<file path="config.mk">
export PLATFORM = sky130hd
export DESIGN_NAME = parity_stream_unit
export DESIGN_NICKNAME = d
export VERILOG_FILES = /design/src/rtl/parity_pkg.sv /design/src/rtl/parity_tree.sv /design/src/rtl/parity_stream_unit.sv
export SDC_FILE = /design/constraint.sdc
export NUM_CORES = 1
export LEC_CHECK = 0
export ABC_AREA = 0
export BUFFER_PORTS_ARGS = -buffer_cell sky130_fd_sc_hd__clkbuf_2
export CAP_MARGIN = 20
export CORE_MARGIN = 2
export CORE_UTILIZATION = 37
export CTS_CLUSTER_DIAMETER = 40
export DETAILED_ROUTE_END_ITERATION = 8
export GPL_ROUTABILITY_DRIVEN = 1
export GPL_TIMING_DRIVEN = 0
export HOLD_SLACK_MARGIN = 0.1
export PLACE_DENSITY = 0.74
export SKIP_CTS_REPAIR_TIMING = 1
export SYNTH_ARGS = -nofsm -noshare
export SYNTH_HDL_FRONTEND = slang
export SYNTH_SLANG_ARGS = --single-unit
export TNS_END_PERCENT = 10
</file>
<file path="constraint.sdc">
create_clock -name clk -period 1.1 [get_ports clk]
set_input_delay 0.055 -clock clk [delete_from_list [all_inputs] [get_ports clk]]
set_output_delay 0.055 -clock clk [all_outputs]
set_load 0.005 [all_outputs]
</file>
<file path="src/rtl/parity_pkg.sv">
// Shared types and default widths for the streaming parity unit.
package parity_pkg;

  localparam int DEF_DATA_W = 8;
  localparam int DEF_CNT_W  = 16;

  typedef enum logic {PAR_EVEN = 1'b0, PAR_ODD = 1'b1} par_mode_t;

  // Output-stage occupancy; the encoding doubles as out_valid.
  typedef enum logic {ST_EMPTY = 1'b0, ST_FULL = 1'b1} out_state_t;

endpackage

</file>
<file path="src/rtl/parity_tree.sv">
// Combinational parity of one data word, even or odd selectable.
module parity_tree
  import parity_pkg::*;
#(
  parameter int DATA_W = DEF_DATA_W
) (
  input  logic [DATA_W-1:0] data,
  input  logic              odd_mode,
  output logic              par
);

  assign par = (par_mode_t'(odd_mode) == PAR_ODD) ? ~^data : ^data;

endmodule

</file>
<file path="src/rtl/parity_stream_unit.sv">
// Streaming parity generator/checker with one registered valid/ready stage
// and error status. Define PARITY_ERR_CNT_EN to build the saturating error counter.
module parity_stream_unit
  import parity_pkg::*;
#(
  parameter int DATA_W = DEF_DATA_W,
  parameter int CNT_W  = DEF_CNT_W
) (
  input  logic              clk,
  input  logic              rst,
  input  logic              in_valid,
  output logic              in_ready,
  input  logic [DATA_W-1:0] in_data,
  input  logic              in_par,
  input  logic              odd_mode,
  output logic              out_valid,
  input  logic              out_ready,
  output logic [DATA_W-1:0] out_data,
  output logic              out_par,
  output logic              out_err,
  output logic              err_sticky,
  output logic [CNT_W-1:0]  err_cnt,
  input  logic              clr
);

  out_state_t        state_q, state_d;
  logic [DATA_W-1:0] out_data_q, out_data_d;
  logic              out_par_q, out_par_d;
  logic              out_err_q, out_err_d;
  logic              err_sticky_q, err_sticky_d;
  logic              gen;
  logic              err;
  logic              accept;

  parity_tree #(.DATA_W(DATA_W)) u_tree (
    .data     (in_data),
    .odd_mode (odd_mode),
    .par      (gen)
  );

  assign err      = in_par ^ gen;
  assign in_ready = (state_q == ST_EMPTY) || out_ready;
  assign accept   = in_valid && in_ready;

  always_comb begin
    // NOTE: every signal gets its hold value first, so no path can infer a latch.
    state_d      = state_q;
    out_data_d   = out_data_q;
    out_par_d    = out_par_q;
    out_err_d    = out_err_q;
    err_sticky_d = err_sticky_q;

    if (accept) begin
      state_d    = ST_FULL;
      out_data_d = in_data;
      out_par_d  = gen;
      out_err_d  = err;
    end else if (out_ready) begin
      state_d = ST_EMPTY;
    end

    // Clear wins over a simultaneous error; the beat itself still carries out_err.
    if (clr) begin
      err_sticky_d = 1'b0;
    end else if (accept && err) begin
      err_sticky_d = 1'b1;
    end
  end

  // NOTE: sequential state uses non-blocking assignments so all flops update together.
  always_ff @(posedge clk) begin
    if (rst) begin
      // NOTE: the data registers are reset as well, so consumers see defined zeros.
      state_q      <= ST_EMPTY;
      out_data_q   <= '0;
      out_par_q    <= 1'b0;
      out_err_q    <= 1'b0;
      err_sticky_q <= 1'b0;
    end else begin
      state_q      <= state_d;
      out_data_q   <= out_data_d;
      out_par_q    <= out_par_d;
      out_err_q    <= out_err_d;
      err_sticky_q <= err_sticky_d;
    end
  end

  assign out_valid  = (state_q == ST_FULL);
  assign out_data   = out_data_q;
  assign out_par    = out_par_q;
  assign out_err    = out_err_q;
  assign err_sticky = err_sticky_q;

`ifdef PARITY_ERR_CNT_EN
  logic [CNT_W-1:0] err_cnt_q, err_cnt_d;

  always_comb begin
    err_cnt_d = err_cnt_q;
    if (clr) begin
      err_cnt_d = '0;
    end else if (accept && err && (err_cnt_q != '1)) begin
      err_cnt_d = err_cnt_q + CNT_W'(1);
    end
  end

  always_ff @(posedge clk) begin
    if (rst) begin
      err_cnt_q <= '0;
    end else begin
      err_cnt_q <= err_cnt_d;
    end
  end

  assign err_cnt = err_cnt_q;
`else
  assign err_cnt = '0;
`endif

endmodule

</file>
==> metrics.md, run 1 <==
| Metric | Value |
|---|---|
| Multi-input logic area | `424 sq um` |
| Clock buffer depth | `2` |
| DRT iter0 DRCs | `12` |
| Setup ws final | `0.0331 ns` |
| Reg area | `241 sq um` |
| Drt drc | `0` |
| Final count of hold timing violations | `0` |
| Power per cell area | `1110 mW/mm^2` |
| Synthesized area | `718 sq um` |
| CORE AREA | `about 0.0018 sq mm` |
| Drt wl/cell | `10.1 um` |
| TritonCTS clock tree | `built` |
| Effective utilization at floorplan | `40.3%` |
| Final Critical Period | `~1.1 ns` |
| Root buffer cell | `clkbuf_4` |
| Status | `completed` |
| Most frequent cells in the layout | `27 x clkbuf_2, 17 x nand2_1, 16 x buf_4, 16 x conb_1, 11 x dfxtp_1` |
| FILL cells | `152` |
| Pre-CTS setup slack | `-0.188 ns` |
| Max Transition Viols Final | `0` |
| Hold_ws | `approximately 0.11 ns` |
| GR peak layer | `met2` |
| ANT cells | `0` |
| Max_cap viols | `0` |
| Io pins | `44` |
| Peak Freq | `937 MHz` |
| Critical path peak fanout | `5` |
| Placed cells | `151` |
| Placed inst area | `960 sq um` |
| Async SR Flop Fraction | `0%` |
| Die area | `0.00231 sq mm` |
| IO Port Bufs | `27` |
| Die Height | `roughly 48 um` |
| Worst Path Required | `about 1.3 ns` |
| Skew final | `0.00325 ns` |
| Grt met3 use | `roughly 4.5%` |
| Setup Total Neg Slack | `0 ns` |
| Leakage power total | `0.575 nW` |
| Total global routing overflow | `0` |
| Met2 Use GR | `25.3%` |
| Vias per cell | `4.26` |
| CP endpoint kind | `flop` |
| Worst min-delay path class | `in -> reg` |
| Post-synthesis cell type count | `25` |
| Yosys reg bits | `12` |
| Initial antenna violation count | `0` |
| Mapped Cells | `84` |
| Worst-case vdd ir drop | `0.484 mV` |
| Share of the synthesized area in compound gates (AO/OA/AOI/OAI) | `9.58%` |
| Adder-cell share of the synthesized area | `0%` |
| Placer congestion estimate | `0.693` |
| GRT Total Usage | `14.1%` |
| Simple-gate share of the synthesized area | `18.3%` |
| RSZ-0062 raised after global routing | `false` |
| Share of cells above drive strength 1 | `40.3%` |
| Critical Path, Cell by Cell | `clkbuf_2, xnor2_1, xnor3_2, mux2_4, o2111ai_2` |
| Clk slew on worst S/H paths | `about 0.08 ns` |
| Non-Filler Instances | `about 160` |
| CP peak stage delay | `between 0.4 and 0.5 ns` |
| Post-Synth XOR/XNOR Area | `17.1%` |
| Sink Count | `12` |
| Main combinational cell family by area after synthesis | `buffers and inverters` |
| Final ANT Viol Nets | `0` |
| Tcrit/Tclk final | `97.0%` |
| CP max stage cell | `xnor3_2` |
| Most used DFF post-synth | `dfxtp_1` |
| Sequential area share after synthesis | `between 30 and 40%` |
| Post-DP HPWL | `approximately 1200 um` |
| First-pass iteration count of the detailed router | `4` |
| Mapped Avg Cell Area | `roughly 8.5 sq um` |
| Number of global-route vias before repair | `~550` |
| Final setup violation count | `0` |
| Commonest non-fill, non-tap cell in the layout | `clkbuf_2` |
| Die width | `48.1 um` |
| Mux cell area share after synthesis | `2.09%` |
| First-pass GRT wire length | `roughly 2200 um` |
| CP Class | `in -> reg` |
| Clock Latency Late Sink | `approximately 0.28 ns` |
| Clock buffer count from CTS | `3` |
| P&R area growth vs syn | `54.2%` |
| Critical Path AT | `1.27 ns` |
| Ys Warns | `0` |
| Final WL | `1660 um` |
| Critical path launch point type | `input port` |
| Largest net degree at the start of global routing | `11` |
| Vias | `~700` |
| Layout net count | `155` |
| Met1 global-route usage | `14.1%` |
| Final Instance Area | `0.00111 sq mm` |
| Max H-tree Level | `1` |
| Number of cell rows | `15` |
| EDFF count, synth | `0` |
[synthesized netlist by cell type (all sizes together) (2+ instances only)]
master | instances | area share (%)
nor2 | 2 | 1.0
buf | 17 | 17
dfxtp | 12 | 33
nand4 | 3 | 2.6
xnor2 | 5 | 6.1
a21oi | 9 | 6.3
nand2 | 18 | 9.4
clkbuf | 2 | 1.0
xnor3 | 2 | 6.4
[area by class of cell]
| type | instances | area share, % |
|---|---|---|
| Multi-Input combinational cell | 67 | 38.3 |
| Inverter | 1 | 0.339 |
| Clock buffer | 4 | 3.28 |
| Tap cell | 25 | 2.82 |
| Buffer | 18 | 12.2 |
| Sequential cell | 12 | 21.8 |
| Timing Repair Buffer | 37 | 21.2 |
[critical path, delay by kind of cell]
kind            cells  cell delay, ns
compound gates      1            0.09
xor+xnor            2            0.70
buf+inv             1            0.10
mux                 1            0.33
[cell families after synthesis]
kind of cell	count (synthesis)
mux	1
xor+xnor	9
compound gates	12
other cells	1
buf+inv	20
simple gates	29
flops	12
[stage by stage]
stage               total power, mW  utilization [%]
floorplan                     0.737                -
global placement              0.830             53.8
detailed placement            0.836             53.8
CTS                            1.19             55.9
global route                   1.30             62.1
finish                         1.23             62.1
[sequential cells by signal, indices dropped and copies added, names as in the netlist]
| signal | cells |
|---|---|
| err_sticky | 1 |
| out_err | 1 |
| out_data | 8 |
| out_valid | 1 |
| out_par | 1 |
[where the power goes]
group          switching [mW]  internal, mW
registers              0.0187         0.470
clock network           0.157         0.201
logic                   0.164         0.215
[per-layer routing]
metal,vias up,part of all wire [%]
met5,-,0
met4,0,1.4
met3,5,7.7
li1,358,-
met1,309,39
met2,27,52
[worst paths after layout]
check | startpoint | endpoint | slack [ns] | cells after the start
setup / recovery | in_data[7] | err_sticky | 0.03 | 5
hold / removal | out_ready | out_valid | 0.11 | 3
setup reg to reg | out_valid | err_sticky | 0.07 | 5
hold reg to reg | out_data[2] | out_data[2] | 0.46 | 2
Note: power is estimated with default switching activity, not from simulation.
==> run 2: changes to the inputs <==
Settings changed: CTS_CLUSTER_SIZE set to 24, REMOVE_ABC_BUFFERS set to 1.
==> run 2 against run 1 <==
Net effect:
- fmax barely moved
- routed wire length fell by 4.5%
- combinational power fell by 15%
- highest routed layer is now met3
- design area fell by 16%
- total power fell by 13%
- largest cell class unchanged
==> metrics.md, run 2 (synthesized netlist as in run 1, its figures left out) <==
| Metric | Value |
|---|---|
| Buf+Inv Stages, Crit Path | `1 (unchanged)` |
| RSZ-0062 raised after global routing | `false` |
| Clock buffer depth | `2 (unchanged)` |
| WHS Endpoint | `out_valid` |
| Critical Path, Cell by Cell | `clkbuf_2, xnor2_1, xnor3_2, mux2_4, o2111ai_1` |
| Hold Path Depth | `3 (unchanged)` |
| Max FFs per register | `8 (unchanged)` |
| IO Port Bufs | `27 (unchanged)` |
| GRT Total Usage | `12.5% (-1.6 points)` |
| First-pass GRT wire length | `2030 um (-6.1%)` |
| Vias | `654 (-6.4%)` |
| CP endpoint kind | `flop` |
| Effective utilization at floorplan | `40.3% (unchanged)` |
| Layout net count | `136 (-12%)` |
| Final Critical Period | `1.07 ns (-0.000324 ns)` |
| Grt met3 use | `2.26% (-2.3 points)` |
| Final ANT Viol Nets | `0 (unchanged)` |
| Commonest non-fill, non-tap cell in the layout | `clkbuf_2` |
| Critical path launch point type | `input port` |
| Max Transition Viols Final | `0 (unchanged)` |
| Worst-case vdd ir drop | `0.425 mV (-12%)` |
| Hold_ws | `0.0914 ns (-0.0148 ns)` |
| Power per cell area | `1140 mW/mm^2 (+3.0%)` |
| Pre-CTS setup slack | `-0.262 ns (-0.0734 ns)` |
| Sink Count | `12 (unchanged)` |
| Clock Latency Late Sink | `0.26 ns (-0.02 ns)` |
| First-pass iteration count of the detailed router | `4 (unchanged)` |
| Peak Freq | `938 MHz (about the same)` |
| Die area | `0.00231 sq mm (unchanged)` |
| Number of global-route vias before repair | `518 (-5.0%)` |
| Hold Crit Start | `in_valid` |
| Most frequent cells in the layout | `27 x clkbuf_2, 17 x nand2_1, 16 x conb_1` |
| Total global routing overflow | `0 (unchanged)` |
| Largest net degree at the start of global routing | `16 (+5)` |
| Final WL | `1590 um (-4.5%)` |
| Io pins | `44 (unchanged)` |
| Die width | `48.1 um (unchanged)` |
| Post-DP HPWL | `1140 um (-4.8%)` |
| Vias per cell | `4.54 (+6.6%)` |
| Drt drc | `0 (unchanged)` |
| Setup Total Neg Slack | `0 ns (unchanged)` |
| DRT iter0 DRCs | `12 (unchanged)` |
| Met2 Use GR | `25.1% (-0.27 points)` |
| Setup ws final | `0.0334 ns (+0.000324 ns)` |
| P&R area growth vs syn | `29.6%` |
| Placer congestion estimate | `0.639 (-7.8%)` |
| ANT cells | `0 (unchanged)` |
| Final count of hold timing violations | `0 (unchanged)` |
| CP Class | `in -> reg` |
| Final setup violation count | `0 (unchanged)` |
| Share of cells above drive strength 1 | `30.3% (-10 points)` |
| Reg2reg start | `out_valid` |
| Crit path max-delay family | `XOR/XNOR gates` |
| R2r endpoint | `out_err` |
| Die Height | `48.1 um (unchanged)` |
| TritonCTS clock tree | `built` |
| CORE AREA | `0.00178 sq mm (unchanged)` |
| CP max stage cell | `xnor3_2` |
| Critical Path AT | `1.24 ns (-0.03 ns)` |
| Skew final | `0.000920 ns (-0.00233 ns)` |
| Leakage power total | `0.457 nW (-20%)` |
| Clk slew on worst S/H paths | `0.07 ns (about the same)` |
| Met1 global-route usage | `12.3% (-1.8 points)` |
| Initial antenna violation count | `0 (unchanged)` |
| Placed inst area | `808 sq um (-16%)` |
| WP depth | `5 (unchanged)` |
| Worst Path Required | `1.27 ns (-0.03 ns)` |
| Status | `completed` |
| Final Instance Area | `931 sq um (-16%)` |
| Tcrit/Tclk final | `97.0% (about the same)` |
| Worst min-delay path class | `in -> reg` |
| Clock buffer count from CTS | `3 (unchanged)` |
| Number of cell rows | `15 (unchanged)` |
| Critical path peak fanout | `5 (unchanged)` |
| Root buffer cell | `clkbuf_4` |
| GR peak layer | `met2` |
| Max_cap viols | `0 (unchanged)` |
| Drt wl/cell | `11.0 um (+8.8%)` |
| Length in cells of the worst reg-to-reg path | `3 (-2)` |
| Max H-tree Level | `1 (unchanged)` |
| Reg2reg setup slack | `0.09 ns (+0.02 ns)` |
| CP peak stage delay | `0.52 ns (+0.06 ns)` |
run 2: worst max path at each step:
stage | start | end | slack [ns]
2_1_floorplan | out_valid | err_sticky | -0.03
3_3_place_gp | in_data[0] | err_sticky | -0.17
3_5_place_dp | in_data[0] | err_sticky | -0.26
4_1_cts | out_valid | err_sticky | -0.22
5_1_grt | in_data[2] | err_sticky | 0.006
6_report | in_data[2] | err_sticky | 0.03
run 2: worst reg2reg max path, stage by stage (launching register included):
cell      delay (ns)
dfxtp_1         0.38
nand2b_4        0.10
and2_2          0.23
a211oi_1        0.22
run 2: layout make-up:
class	count	area [sq um]
timing repair buffer	35	215
tap	25	31.3
clock buffer	3	22.5
sequential	12	240
fill	175	852
multi-input combinational	68	418
inverter	1	3.75
run 2: stage by stage:
stage               power, mW  utilization (%)  cells
floorplan               0.680                -     80
global placement        0.773             45.3    132
detailed placement      0.786             45.3    132
CTS                      1.04             46.6    135
global route             1.13             52.2    144
finish                   1.06             52.2    144
run 2: layer usage:
layer | vias up | routed length (um)
met4 | 0 | 0
met3 | 0 | 111
li1 | 319 | -
met1 | 302 | 599
met5 | - | 0
met2 | 33 | 878
run 2: where the power goes:
group | switching [mW] | leakage, nW | internal, mW
Combinational | 0.154 | 0.345 | 0.167
Sequential | 0.0193 | 0.0989 | 0.470
Clock | 0.124 | 0.0138 | 0.126
Total | 0.298 | 0.457 | 0.763
